[config.mk]
export PLATFORM = sky130hd
export DESIGN_NAME = instruction_prefetch_flat
export DESIGN_NICKNAME = d
export VERILOG_FILES = /design/src/rtl/argon_fetch_pkg.sv /design/src/rtl/wishbone_if.sv /design/src/rtl/fetch_fifo.sv /design/src/rtl/instruction_prefetch.sv /design/src/flat_wrapper.sv
export SDC_FILE = /design/constraint.sdc
export NUM_CORES = 1
export LEC_CHECK = 0
export ABC_CLOCK_PERIOD_IN_PS = 11650
export BUFFER_PORTS_ARGS = -buffer_cell sky130_fd_sc_hd__clkbuf_2
export CORE_AREA = 2 2 164 166
export CTS_BUF_LIST = sky130_fd_sc_hd__clkbuf_16
export CTS_CLUSTER_SIZE = 10
export DETAILED_ROUTE_END_ITERATION = 6
export DIE_AREA = 0 0 166 168
export PLACE_DENSITY = 0.8
export SETUP_SLACK_MARGIN = 0.4
export SYNTH_ARGS = -nofsm -noshare
export SYNTH_HDL_FRONTEND = slang
export SYNTH_SLANG_ARGS = --single-unit
[constraint.sdc]
create_clock -name clk -period 11.65 [get_ports clk]
set_clock_uncertainty 0.05 [all_clocks]
set_input_delay 1.7475 -clock clk [delete_from_list [all_inputs] [get_ports clk]]
set_output_delay 1.7475 -clock clk [all_outputs]
set_load 0.05 [all_outputs]
[src/rtl/argon_fetch_pkg.sv]
// Shared types and constants for the prefetching instruction fetch unit.
package argon_fetch_pkg;

  typedef enum logic [0:0] {
    IDLE = 1'b0,
    REQ  = 1'b1
  } fetch_state_t;

  typedef struct packed {
    logic [31:0] pc;
    logic [31:0] instr;
  } fetch_entry_t;

  localparam logic [3:0] WB_SEL_ALL = 4'b1111;

  // Redirect targets are word aligned; the low two bits are simply cleared.
  function automatic logic [31:0] word_align(input logic [31:0] addr);
    return addr & 32'hFFFF_FFFC;
  endfunction

endpackage

[src/rtl/wishbone_if.sv]
// Classic Wishbone signal bundle used by the fetch unit as a read-only master.
interface wishbone_if;
  logic        cycle;
  logic        strobe;
  logic [3:0]  select;
  logic [31:0] address;
  logic        write_enable;
  logic [31:0] data_in;
  logic [31:0] data_out;
  logic        ack;

  modport master (
    output cycle, strobe, select, address, write_enable, data_in,
    input  data_out, ack
  );

  modport slave (
    input  cycle, strobe, select, address, write_enable, data_in,
    output data_out, ack
  );
endinterface

[src/rtl/fetch_fifo.sv]
// Circular prefetch buffer; the head entry is read straight from the register array.
// Flush empties the buffer and takes priority over push and pop.
module fetch_fifo
  import argon_fetch_pkg::*;
#(
  parameter int  DEPTH   = 4,
  parameter type entry_t = fetch_entry_t
) (
  input  logic                   clk,
  input  logic                   reset,
  input  logic                   push,
  input  logic                   pop,
  input  logic                   flush,
  input  entry_t                 push_data,
  output entry_t                 head,
  output logic                   empty,
  output logic                   full,
  output logic [$clog2(DEPTH):0] count
);
  localparam int PW = $clog2(DEPTH);
  localparam int CW = PW + 1;

  entry_t          mem_q [DEPTH];
  entry_t          mem_d [DEPTH];
  logic [PW-1:0]   wr_ptr_q, wr_ptr_d;
  logic [PW-1:0]   rd_ptr_q, rd_ptr_d;
  logic [CW-1:0]   count_q, count_d;
  logic            push_ok;
  logic            pop_ok;

  assign empty = (count_q == '0);
  assign full  = (count_q == CW'(DEPTH));
  assign count = count_q;
  assign head  = mem_q[rd_ptr_q];

  // Next-state for storage, pointers and occupancy.
  always_comb begin
    mem_d    = mem_q;
    wr_ptr_d = wr_ptr_q;
    rd_ptr_d = rd_ptr_q;
    count_d  = count_q;
    push_ok  = push && !full;
    pop_ok   = pop && !empty;
    if (flush) begin
      wr_ptr_d = '0;
      rd_ptr_d = '0;
      count_d  = '0;
    end else begin
      if (push_ok) begin
        mem_d[wr_ptr_q] = push_data;
        wr_ptr_d        = wr_ptr_q + PW'(1);
      end else begin
        wr_ptr_d = wr_ptr_q;
      end
      if (pop_ok) begin
        rd_ptr_d = rd_ptr_q + PW'(1);
      end else begin
        rd_ptr_d = rd_ptr_q;
      end
      case ({push_ok, pop_ok})
        2'b10:   count_d = count_q + CW'(1);
        2'b01:   count_d = count_q - CW'(1);
        default: count_d = count_q;
      endcase
    end
  end

  // State registers.
  always_ff @(posedge clk or posedge reset) begin
    if (reset) begin
      for (int i = 0; i < DEPTH; i++) begin
        mem_q[i] <= '0;
      end
      wr_ptr_q <= '0;
      rd_ptr_q <= '0;
      count_q  <= '0;
    end else begin
      mem_q    <= mem_d;
      wr_ptr_q <= wr_ptr_d;
      rd_ptr_q <= rd_ptr_d;
      count_q  <= count_d;
    end
  end

endmodule

[src/rtl/instruction_prefetch.sv]
// Instruction fetch unit: issues single outstanding Wishbone reads ahead of decode and
// buffers the results; a branch flushes the buffer and discards any read still in flight.
module instruction_prefetch
  import argon_fetch_pkg::*;
#(
  parameter logic [31:0] RESET_PC   = 32'h0000_0000,
  parameter int          FIFO_DEPTH = 4
) (
  input  logic        clk,
  input  logic        reset,
  input  logic        i_branch_enable,
  input  logic [31:0] i_branch_address,
  input  logic        i_ready,
  wishbone_if.master  wishbone_bus,
  output logic [31:0] o_instruction,
  output logic [31:0] o_pc,
  output logic        o_valid
);
  localparam int CW = $clog2(FIFO_DEPTH) + 1;

  fetch_state_t  state_q, state_d;
  logic          cyc_q, cyc_d;
  logic [31:0]   adr_q, adr_d;
  logic [31:0]   fetch_pc_q, fetch_pc_d;
  logic [31:0]   seq_pc;
  logic          discard_q, discard_d;

  logic          fifo_push;
  logic          fifo_pop;
  logic          fifo_empty;
  logic          fifo_full;
  logic [CW-1:0] fifo_count;
  logic          can_issue;
  fetch_entry_t  push_entry;
  fetch_entry_t  head_entry;

  assign can_issue  = (fifo_count < CW'(FIFO_DEPTH));
  assign fifo_pop   = !fifo_empty && i_ready && !i_branch_enable;
  assign push_entry = '{pc: fetch_pc_q, instr: wishbone_bus.data_out};

  fetch_fifo #(
    .DEPTH   (FIFO_DEPTH),
    .entry_t (fetch_entry_t)
  ) u_fifo (
    .clk       (clk),
    .reset     (reset),
    .push      (fifo_push),
    .pop       (fifo_pop),
    .flush     (i_branch_enable),
    .push_data (push_entry),
    .head      (head_entry),
    .empty     (fifo_empty),
    .full      (fifo_full),
    .count     (fifo_count)
  );

  // Bus FSM next-state; a branch overrides the PC whatever the state.
  always_comb begin
    state_d   = state_q;
    cyc_d     = cyc_q;
    adr_d     = adr_q;
    discard_d = discard_q;
    seq_pc    = fetch_pc_q;
    fifo_push = 1'b0;
    case (state_q)
      IDLE: begin
        if (can_issue && !i_branch_enable) begin
          cyc_d   = 1'b1;
          adr_d   = fetch_pc_q;
          state_d = REQ;
        end else begin
          cyc_d = 1'b0;
        end
      end
      REQ: begin
        if (wishbone_bus.ack) begin
          cyc_d   = 1'b0;
          state_d = IDLE;
          if (discard_q) begin
            discard_d = 1'b0;
          end else if (!i_branch_enable && !fifo_full) begin
            fifo_push = 1'b1;
            seq_pc    = fetch_pc_q + 32'd4;
          end else begin
            fifo_push = 1'b0;
          end
        end else if (i_branch_enable) begin
          // The ack still has to be consumed, but its data belongs to the old path.
          discard_d = 1'b1;
        end else begin
          discard_d = discard_q;
        end
      end
      default: begin
        state_d   = IDLE;
        cyc_d     = 1'b0;
        discard_d = 1'b0;
      end
    endcase
    fetch_pc_d = i_branch_enable ? word_align(i_branch_address) : seq_pc;
  end

  // Bus FSM and fetch bookkeeping registers.
  always_ff @(posedge clk or posedge reset) begin
    if (reset) begin
      state_q    <= IDLE;
      cyc_q      <= 1'b0;
      adr_q      <= RESET_PC;
      fetch_pc_q <= RESET_PC;
      discard_q  <= 1'b0;
    end else begin
      state_q    <= state_d;
      cyc_q      <= cyc_d;
      adr_q      <= adr_d;
      fetch_pc_q <= fetch_pc_d;
      discard_q  <= discard_d;
    end
  end

  assign wishbone_bus.cycle        = cyc_q;
  assign wishbone_bus.strobe       = cyc_q;
  assign wishbone_bus.select       = WB_SEL_ALL;
  assign wishbone_bus.address      = adr_q;
  assign wishbone_bus.write_enable = 1'b0;
  assign wishbone_bus.data_in      = 32'h0000_0000;

  // Decode-side view of the head entry; zeros when nothing is buffered.
  always_comb begin
    o_valid = !fifo_empty;
    if (fifo_empty) begin
      o_instruction = 32'h0000_0000;
      o_pc          = 32'h0000_0000;
    end else begin
      o_instruction = head_entry.instr;
      o_pc          = head_entry.pc;
    end
  end

endmodule

[src/flat_wrapper.sv]
// flat-port wrapper written by rule: the top's interface ports become plain ports
module instruction_prefetch_flat import argon_fetch_pkg::*;
#(
  parameter logic [31:0] RESET_PC   = 32'h0000_0000,
  parameter int          FIFO_DEPTH = 4
)
  (clk, reset, i_branch_enable, i_branch_address, i_ready, o_instruction, o_pc, o_valid, wishbone_bus_cycle, wishbone_bus_strobe, wishbone_bus_select, wishbone_bus_address, wishbone_bus_write_enable, wishbone_bus_data_in, wishbone_bus_data_out, wishbone_bus_ack);
  wishbone_if wishbone_bus_i ();
  input  logic clk;
  input  logic reset;
  input  logic i_branch_enable;
  input  logic [31:0] i_branch_address;
  input  logic i_ready;
  output logic [31:0] o_instruction;
  output logic [31:0] o_pc;
  output logic o_valid;
  output wire logic [$bits(wishbone_bus_i.cycle)-1:0] wishbone_bus_cycle;
  output wire logic [$bits(wishbone_bus_i.strobe)-1:0] wishbone_bus_strobe;
  output wire logic [$bits(wishbone_bus_i.select)-1:0] wishbone_bus_select;
  output wire logic [$bits(wishbone_bus_i.address)-1:0] wishbone_bus_address;
  output wire logic [$bits(wishbone_bus_i.write_enable)-1:0] wishbone_bus_write_enable;
  output wire logic [$bits(wishbone_bus_i.data_in)-1:0] wishbone_bus_data_in;
  input wire logic [$bits(wishbone_bus_i.data_out)-1:0] wishbone_bus_data_out;
  input wire logic [$bits(wishbone_bus_i.ack)-1:0] wishbone_bus_ack;
  assign wishbone_bus_cycle = wishbone_bus_i.cycle;
  assign wishbone_bus_strobe = wishbone_bus_i.strobe;
  assign wishbone_bus_select = wishbone_bus_i.select;
  assign wishbone_bus_address = wishbone_bus_i.address;
  assign wishbone_bus_write_enable = wishbone_bus_i.write_enable;
  assign wishbone_bus_data_in = wishbone_bus_i.data_in;
  assign wishbone_bus_i.data_out = wishbone_bus_data_out;
  assign wishbone_bus_i.ack = wishbone_bus_ack;
  instruction_prefetch #(.RESET_PC(RESET_PC), .FIFO_DEPTH(FIFO_DEPTH)) u_core (.clk(clk), .reset(reset), .i_branch_enable(i_branch_enable), .i_branch_address(i_branch_address), .i_ready(i_ready), .wishbone_bus(wishbone_bus_i), .o_instruction(o_instruction), .o_pc(o_pc), .o_valid(o_valid));
endmodule
==> results of run 1 <==
## synthesized netlist by cell type (10+ instances only)
| library cell | instances | share of area |
|---|---|---|
| dfrtp_1 | 318 | 0.53 |
| mux2_2 | 280 | 0.21 |
| and2_1 | 63 | 0.026 |
| mux4_2 | 62 | 0.093 |
| buf_4 | 42 | 0.021 |
| buf_2 | 39 | 0.013 |
| clkbuf_1 | 35 | 0.0088 |
| nand2_1 | 24 | 0.0060 |
| nand3_1 | 20 | 0.0067 |
| nor2_1 | 20 | 0.0050 |
| or4_1 | 16 | 0.0080 |
| o21ai_0 | 15 | 0.0050 |
| a31oi_1 | 11 | 0.0046 |
| nor3_1 | 11 | 0.0037 |
| o31ai_1 | 11 | 0.0055 |
| nand4_1 | 10 | 0.0042 |
## state kept, by name (all words and copies together) (netlist names)
| register | cells |
|---|---|
| u_core.discard_q | 1 |
| u_core.fetch_pc_q | 30 |
| u_core.state_q | 1 |
| u_core.u_fifo.count | 3 |
| u_core.u_fifo.mem_q | 248 |
| u_core.u_fifo.rd_ptr_q | 2 |
| u_core.u_fifo.wr_ptr_q | 2 |
| u_core.wishbone_bus.address | 30 |
| u_core.wishbone_bus.cycle | 1 |
## power breakdown
part	leakage, nW	switching [mW]	internal (mW)
Clock	0.519	0.414	0.591
Combinational	3.11	1.10	0.631
Sequential	4.12	0.200	1.37
Total	7.75	1.72	2.60
## final timing paths
check / from / to / slack (ps) / cells past startpoint
worst max-delay path: u_core.u_fifo.rd_ptr_q[0]$_DFFE_PP0P_ / o_instruction[2] / 6770 / 4
worst min-delay path: u_core.u_fifo.mem_q[95]$_DFFE_PP0P_ / u_core.u_fifo.mem_q[95]$_DFFE_PP0P_ / 450 / 1
worst max register to register: u_core.state_q$_DFF_PP0_ / u_core.u_fifo.mem_q[214]$_DFFE_PP0P_ / 8630 / 4
worst min register to register: u_core.u_fifo.mem_q[95]$_DFFE_PP0P_ / u_core.u_fifo.mem_q[95]$_DFFE_PP0P_ / 450 / 1
max in group asynchronous: reset / u_core.u_fifo.mem_q[200]$_DFFE_PP0P_ / 7840 / 4
min in group asynchronous: reset / u_core.u_fifo.mem_q[85]$_DFFE_PP0P_ / 1290 / 2
## layout make-up
cell class,instances,area (µm²)
clock buffers,39,975.9
clock inverters,9,42.54
fillers,1972,9540
inverters,8,37.54
multi-input cells,663,6496
flip-flops and latches,318,7965
well taps,341,426.7
repair buffers,169,865.8
## critical path, cell delays in order (launching register included)
cell and delay, ps:
dfrtp_4 790, buf_4 750, mux4_2 600, and2_1 180, clkbuf_2 230
## cells by family after synthesis
family                     share of synthesized area
AOI/OAI and AO/OA                            0.02745
xor gates and xnor gates                    0.005841
adders and majority gates                   0.005506
buffers and inverters                        0.04772
DFF                                           0.5306
muxes                                         0.3054
other                                      0.0005008
and+or+nand+nor                              0.07701
## metrics by stage
step | power, mW | cells
finish | 4.315 | 1547
CTS | 4.359 | 1547
detailed placement | 3.340 | 1499
global placement | 3.291 | 1499
floorplan | 2.942 | 1116
global route | 4.519 | 1547
## metal layers
layer / track usage / up-vias / part of all wire
li1: - / 4050 / -
met4: 0.06049 / 0 / 0.017
met3: 0.04302 / 48 / 0.052
met1: 0.3253 / 4835 / 0.45
met5: 0 / - / 0
met2: 0.3819 / 260 / 0.48
==> impl_metrics.tcl, run 1 <==
set metrics [dict create \
    dp_hpwl_um 19140 \
    drv_slew 0 \
    path_class "register to primary output" \
    rows 60 \
    drtIter0Drc 581 \
    die-area_mm2 0.02789 \
    ys_ff_latch 318 \
    ctsResizeCount 0 \
    area_growth_pct 12.09 \
    wire_per_inst_um 20.64 \
    wl_um 31930 \
    antenna_found_initial 1 \
    hold_violations 0 \
    portBuffers 161 \
    die_width_um 166 \
    gp_congestion 0.7804 \
    synth_ff_type "dfrtp_1" \
    drt_pass1_iterations 6 \
    grt_pass1_vias 9750 \
    cts_tree "yes" \
    min_period_ps 4884 \
    grt_usage 0.2328 \
    placed_area_mm2 0.01579 \
    vias_per_cell 5.942 \
    setup_tns_ps 0 \
    required_ps 9850 \
    cts_setup_buffers 0 \
    crit_fanout 38 \
    yosys_warnings 0 \
    power_leakage_nw 7.745 \
    slew_headroom 0.2508 \
    setup_viol 0 \
    cts_root_buffer "clkbuf_16" \
    mostFrequentLayoutCell "dfrtp_1" \
    antennaDiodeCount 0 \
    vdd_drop_max_v 0.0001782 \
    avgSynthCellArea_um2 13.92 \
    grt_first_pass_wirelength_um 52300 \
    clk_pin_slew_worst_paths_ps 60 \
    rsz0062_at_grt "no" \
    fp.coreArea_mm2 0.02635 \
    cts_sinks 318 \
    grt_max_degree 93 \
    vias 9193 \
    ant_nets 0 \
    tightestPinTransition_ps 1124 \
    ys_types 52 \
    start_kind "register" \
    synthArstFlopShare 1.000 \
    drc 0 \
    post-place-ws_ps 7172 \
    ios 205 \
    nNetsFinal 1273 \
    hold_path_class "register to register" \
    timing.final.crit_share 0.4193 \
    power_density_mw_per_mm2 256.7 \
    utilization 0.6379 \
    start_util 0.5691 \
    final_layout_size_suffix_gt1_frac 0.4710 \
    die_h_um 168 \
    drv_cap 0 \
    synthesis.area_mm2 0.01500 \
    design_area_mm2 0.01681 \
    max_freq_ghz 0.2047 \
    synthCells 1077 \
    grt_overflow 0 \
    cp-end-kind "primary output" \
    cts_hold_buf 0 \
    cts_buffer_depth 3 \
    arrival_ps 3090 \
    clk_latency_ps 510 \
    cts_buffers 38 \
    timing.hold.ws_ps 448.4 \
    synth_seq_area_share 0.5306 \
    setup_ws_ps 6766 \
    synth_edf_count 0 \
    outcome "completed" \
    layout_common_cells "dfrtp_1, mux2_2, clkbuf_2" \
    htreeDepth 2 \
]
Note: power is estimated with default switching activity, not from simulation.
==> inputs of run 2 (changes only) <==
ABC_CLOCK_PERIOD_IN_PS = 5100   (was 11650)
clock period = 5.1 ns   (was 11.65 ns; I/O delays follow)
==> run 2 against run 1 <==
Register-to-register slack worse by 6500 ps. Count of clock-buffer cells in the layout unchanged. Clock power up 130%. Wire length down 0.88%. Sequential power up 130%. Critical path depth down 1. Total power up 130%. Global-route usage down 0.29 points. Sequential cell count unchanged. Utilization up 0.47 points. Setup slack worse by 5200 ps. Highest routed layer unchanged.
==> impl_metrics.tcl, run 2 (synthesized netlist as in run 1, its figures left out) <==
set metrics [dict create \
    outcome "completed" \
    htreeDepth 2 \
    grt_usage 0.2299 \
    hold_path_class "input port to async pin" \
    tightestPinTransition_ps 1080 \
    crit_start "u_core.u_fifo.rd_ptr_q[1]$_DFFE_PP0P_" \
    rrSetupSlack_ps 2100 \
    cts_buffers 38 \
    mostFrequentLayoutCell "dfrtp_1" \
    wire_per_inst_um 20.34 \
    rsz0062_at_grt "no" \
    r2r_end "u_core.u_fifo.mem_q[36]$_DFFE_PP0P_" \
    crit_fanout 63 \
    arrival_ps 2680 \
    max_freq_ghz 0.2862 \
    setup_viol 0 \
    ant_nets 0 \
    rows 60 \
    nNetsFinal 1278 \
    wl_um 31650 \
    grt_first_pass_wirelength_um 51320 \
    seqCellArea_mm2 0.007965 \
    die-area_mm2 0.02789 \
    vias 9236 \
    cp-end-kind "primary output" \
    layout_common_cells "dfrtp_1, mux2_2, clkbuf_2" \
    drtIter0Drc 765 \
    vias_per_cell 5.936 \
    fp.coreArea_mm2 0.02635 \
    fill_cells 1901 \
    r2r_start "u_core.u_fifo.count[2]$_DFFE_PP0P_" \
    drc 0 \
    final_layout_size_suffix_gt1_frac 0.4728 \
    dp_hpwl_um 19250 \
    cts_sinks 318 \
    grt_overflow 0 \
    timing.final.crit_share 0.6852 \
    die_h_um 168 \
    die_width_um 166 \
    drv_cap 0 \
    hold_violations 0 \
    antenna_found_initial 1 \
    crit_end "o_pc[26]" \
    start_util 0.5691 \
    post-place-ws_ps 1735 \
    setup_tns_ps 0 \
    ios 205 \
    gp_congestion 0.8198 \
    clk_latency_ps 510 \
    worst-r2r-cell-count 5 \
    vdd_drop_max_v 0.0004456 \
    portBuffers 161 \
    area_growth_pct 12.92 \
    drt_pass1_iterations 5 \
    cts_buffer_depth 3 \
    cts_hold_buf 0 \
    start_kind "register" \
    required_ps 4280 \
    power_density_mw_per_mm2 584.7 \
    slew_headroom 0.2799 \
    multi_input_area_mm2 0.006481 \
    drv_slew 0 \
    setup_ws_ps 1605 \
    top_register "u_core.u_fifo.mem_q" \
    path_class "register to primary output" \
    ctsResizeCount 0 \
    cts_tree "yes" \
    cts_setup_buffers 0 \
    clk_pin_slew_worst_paths_ps 50 \
    min_period_ps 3495 \
    power_leakage_nw 7.813 \
    grt_max_degree 198 \
    largest_reg_flops 248 \
    grt_pass1_vias 9520 \
    cts_root_buffer "clkbuf_16" \
]
[run 2: critical path, stage by stage, from the launching register on]
cell,delay [ps]
dfrtp_4,1120
mux4_2,630
and2_1,170
clkbuf_2,230
[run 2: per-layer routing]
metal | vias up | global-route usage | wire length, µm
li1 | 4079 | - | -
met4 | 0 | 0.07146 | 776
met2 | 287 | 0.3688 | 15000
met5 | - | 0 | 0
met3 | 61 | 0.04161 | 1768
met1 | 4809 | 0.3242 | 14110
[run 2: through the flow]
step	hold WS (ps)	utilization	area [µm²]	power, mW	std cells
floorplan	425.1	-	15150	6.720	1116
global placement	433.3	0.6028	15890	7.529	1504
global route	430.3	0.6427	16940	10.36	1556
detailed placement	440.1	0.6028	15890	7.634	1504
CTS	406.7	0.6426	16930	9.996	1555
finish	382.7	0.6427	16940	9.902	1556
[run 2: final cells by class]
cell class | count | area share
Timing Repair Buffer | 174 | 0.05778
Clock inverter | 12 | 0.004211
Multi-Input combinational cell | 663 | 0.3827
Inverter | 8 | 0.001995
Antenna cell | 1 | 0.0001478
Tap cell | 341 | 0.02519
Clock buffer | 39 | 0.05763
Sequential cell | 318 | 0.4703
[run 2: worst min path at each step]
| stage | end | depth (start not counted) | start | slack (ps) |
|---|---|---|---|---|
| final | u_core.u_fifo.mem_q[246]$_DFFE_PP0P_ | 3 | reset | 380 |
| after floorplan | u_core.u_fifo.mem_q[127]$_DFFE_PP0P_ | 1 | u_core.u_fifo.mem_q[127]$_DFFE_PP0P_ | 430 |
| after global routing | u_core.fetch_pc_q[11]$_DFFE_PP0P_ | 3 | i_branch_address[11] | 430 |
| after CTS | u_core.fetch_pc_q[11]$_DFFE_PP0P_ | 3 | i_branch_address[11] | 410 |
| after global placement | u_core.u_fifo.mem_q[90]$_DFFE_PP0P_ | 1 | u_core.u_fifo.mem_q[90]$_DFFE_PP0P_ | 430 |
| after detailed placement | u_core.u_fifo.mem_q[182]$_DFFE_PP0P_ | 1 | u_core.u_fifo.mem_q[182]$_DFFE_PP0P_ | 440 |
[run 2: where the power goes]
part / switching (mW) / internal, mW / leakage (nW)
Combinational: 2.54 / 1.46 / 3.16
Clock: 0.968 / 1.36 / 0.539
Sequential: 0.441 / 3.14 / 4.12
==> inputs of run 3 (changes only) <==
ABC_CLOCK_PERIOD_IN_PS = 2900   (was 5100)
CORE_AREA = 2 2 173 175   (was 2 2 164 166)
DIE_AREA = 0 0 175 177   (was 0 0 166 168)
PLACE_DENSITY = 0.76   (was 0.8)
clock period = 2.9 ns   (was 5.1 ns; I/O delays follow)
==> run 3 against run 2 <==
Sequential power increased by 74%. Combinational power increased by 120%. Hold slack got worse by 340 ps. Cell count increased by 5.4%. Sequential share of layout area decreased by 3.3 points. Via count increased by 1.4%. Setup slack got worse by 1300 ps. Critical path depth increased by 2. Critical path type unchanged. Wire length increased by 8.3%. Non-clock buffer count increased by 37. Critical endpoint is now o_instruction[8].
==> impl_metrics.tcl, run 3 (synthesized netlist as in run 1, its figures left out) <==
set metrics [dict create \
    required_ps 2410 \
    largest_reg_flops 248 \
    setup_viol 0 \
    die-area_mm2 0.03098 \
    fill_cells 2186 \
    gp_congestion 0.7991 \
    cts_sinks 318 \
    grt_first_pass_wirelength_um 53850 \
    total_power_mw 19.20 \
    antenna_found_initial 0 \
    clk_latency_ps 530 \
    wl_met3_um 2022 \
    dp_hpwl_um 21270 \
    crit_fanout 7 \
    wl_um 34270 \
    drc 0 \
    start_util 0.5128 \
    min_period_ps 2642 \
    wl_met2_um 16660 \
    final_layout_size_suffix_gt1_frac 0.5216 \
    hold_path_class "input port to async pin" \
    power_density_mw_per_mm2 1055 \
    area_growth_pct 21.39 \
    grt_max_degree 54 \
    cts_buffers 38 \
    grt_overflow 0 \
    rows 63 \
    slew_headroom 0.3952 \
    vias 9361 \
    tightestPinTransition_ps 905.3 \
    ant_nets 0 \
    timing.final.crit_share 0.9111 \
    drv_cap 0 \
    htreeDepth 2 \
    vdd_drop_max_v 0.0006987 \
    nNetsFinal 1315 \
    hold_violations 0 \
    outcome "completed" \
    ios 205 \
    cts_root_buffer "clkbuf_16" \
    antennaDiodeCount 0 \
    die_width_um 175 \
    start_kind "register" \
    arrival_ps 2160 \
    portBuffers 161 \
    fp.coreArea_mm2 0.02924 \
    max_freq_ghz 0.3785 \
    r2r_start "u_core.fetch_pc_q[2]$_DFFE_PP0P_" \
    drv_slew 0 \
    rsz0062_at_grt "yes" \
    cts_tree "yes" \
    die_h_um 177 \
    clk_pin_slew_worst_paths_ps 50 \
    placed_area_mm2 0.01617 \
    cts_buffer_depth 3 \
    drt-met1-wl_um 14950 \
    top_register "u_core.u_fifo.mem_q" \
    path_class "register to primary output" \
    r2r_end "u_core.fetch_pc_q[16]$_DFFE_PP0P_" \
    routed.top_layer "met4" \
    drt_pass1_iterations 5 \
    layout_common_cells "dfrtp_1, mux2_2, clkbuf_2" \
    drtIter0Drc 570 \
    cp-end-kind "primary output" \
    vias_per_cell 5.708 \
    design_area_mm2 0.01821 \
    power_leakage_nw 8.290 \
    grt_pass1_vias 9673 \
    mostFrequentLayoutCell "dfrtp_1" \
    worst-r2r-cell-count 5 \
    wire_per_inst_um 20.90 \
    grt_usage 0.2220 \
    rrSetupSlack_ps 630 \
]
-- run 3: cell count changes in the layout (fill, tap and decap cells not counted), moves of 5 or more --
cell,previous run,this run
clkbuf_2,161,99
and2_1,63,24
and2_4,0,39
buf_6,0,29
clkbuf_8,0,21
buf_4,7,23
buf_12,6,17
buf_8,0,11
clkbuf_16,39,45
buf_16,0,5
-- run 3: area by class of cell --
cell class | instances | area, µm² | share of cell area
well taps | 390 | 488.0 | 0.02680
flip-flops and latches | 318 | 7966 | 0.4376
inverters | 8 | 33.78 | 0.001856
repair buffers | 211 | 2077 | 0.1141
multi-input cells | 663 | 6601 | 0.3626
clock buffers | 39 | 975.9 | 0.05361
clock inverters | 11 | 62.56 | 0.003436
-- run 3: what timing repair did --
action                                  4_1_cts  5_1_grt
endpoints found under the setup margin       62       67
hold buffers                                  0        0
cloned                                        4        4
pin swaps                                     2        5
resized for setup                           110      112
setup buffers                                 8        3
-- run 3: worst max path at each step --
stage,start,to,cells past startpoint
after floorplan,reset,u_core.discard_q$_DFFE_PP0P_,1
after global placement,u_core.fetch_pc_q[2]$_DFFE_PP0P_,u_core.fetch_pc_q[16]$_DFFE_PP0P_,5
after detailed placement,u_core.fetch_pc_q[2]$_DFFE_PP0P_,u_core.fetch_pc_q[16]$_DFFE_PP0P_,5
after CTS,u_core.u_fifo.rd_ptr_q[0]$_DFFE_PP0P_,o_pc[31],5
after global routing,u_core.u_fifo.rd_ptr_q[0]$_DFFE_PP0P_,o_instruction[8],5
final,u_core.u_fifo.rd_ptr_q[0]$_DFFE_PP0P_,o_instruction[8],5
-- run 3: power by group --
group | switching [mW] | leakage (nW) | internal (mW) | total (mW)
Combinational | 4.89 | 3.64 | 3.95 | 8.85
Clock | 1.74 | 0.532 | 2.39 | 4.13
Sequential | 0.692 | 4.12 | 5.53 | 6.22
-- run 3: worst max-delay path, stage by stage, from the launching register on --
cell       delay [ps]
dfrtp_4           430
buf_12            170
clkbuf_16         180
mux4_2            520
and2_4            180
buf_8             140
-- run 3: layer usage --
metal  vias up  GRT usage
li1       4159          -
met1      4843     0.3068
met2       308     0.3661
met3        51    0.03887
met4         0    0.06042
met5         -          0
-- run 3: per-stage QoR --
| step | util | setup TNS [ps] | cells | hold WS, ps | setup WS [ps] |
|---|---|---|---|---|---|
| 6_report | 0.6225 | 0 | 1640 | 42.07 | 257.8 |
| 2_1_floorplan | - | -579980 | 1116 | 425.1 | -1824 |
| 3_5_place_dp | 0.5530 | 0 | 1571 | 440.1 | 479.8 |
| 4_1_cts | 0.6098 | 0 | 1633 | 55.02 | 195.0 |
| 5_1_grt | 0.6225 | 0 | 1640 | 96.56 | 209.6 |
| 3_3_place_gp | 0.5530 | 0 | 1571 | 433.7 | 513.3 |
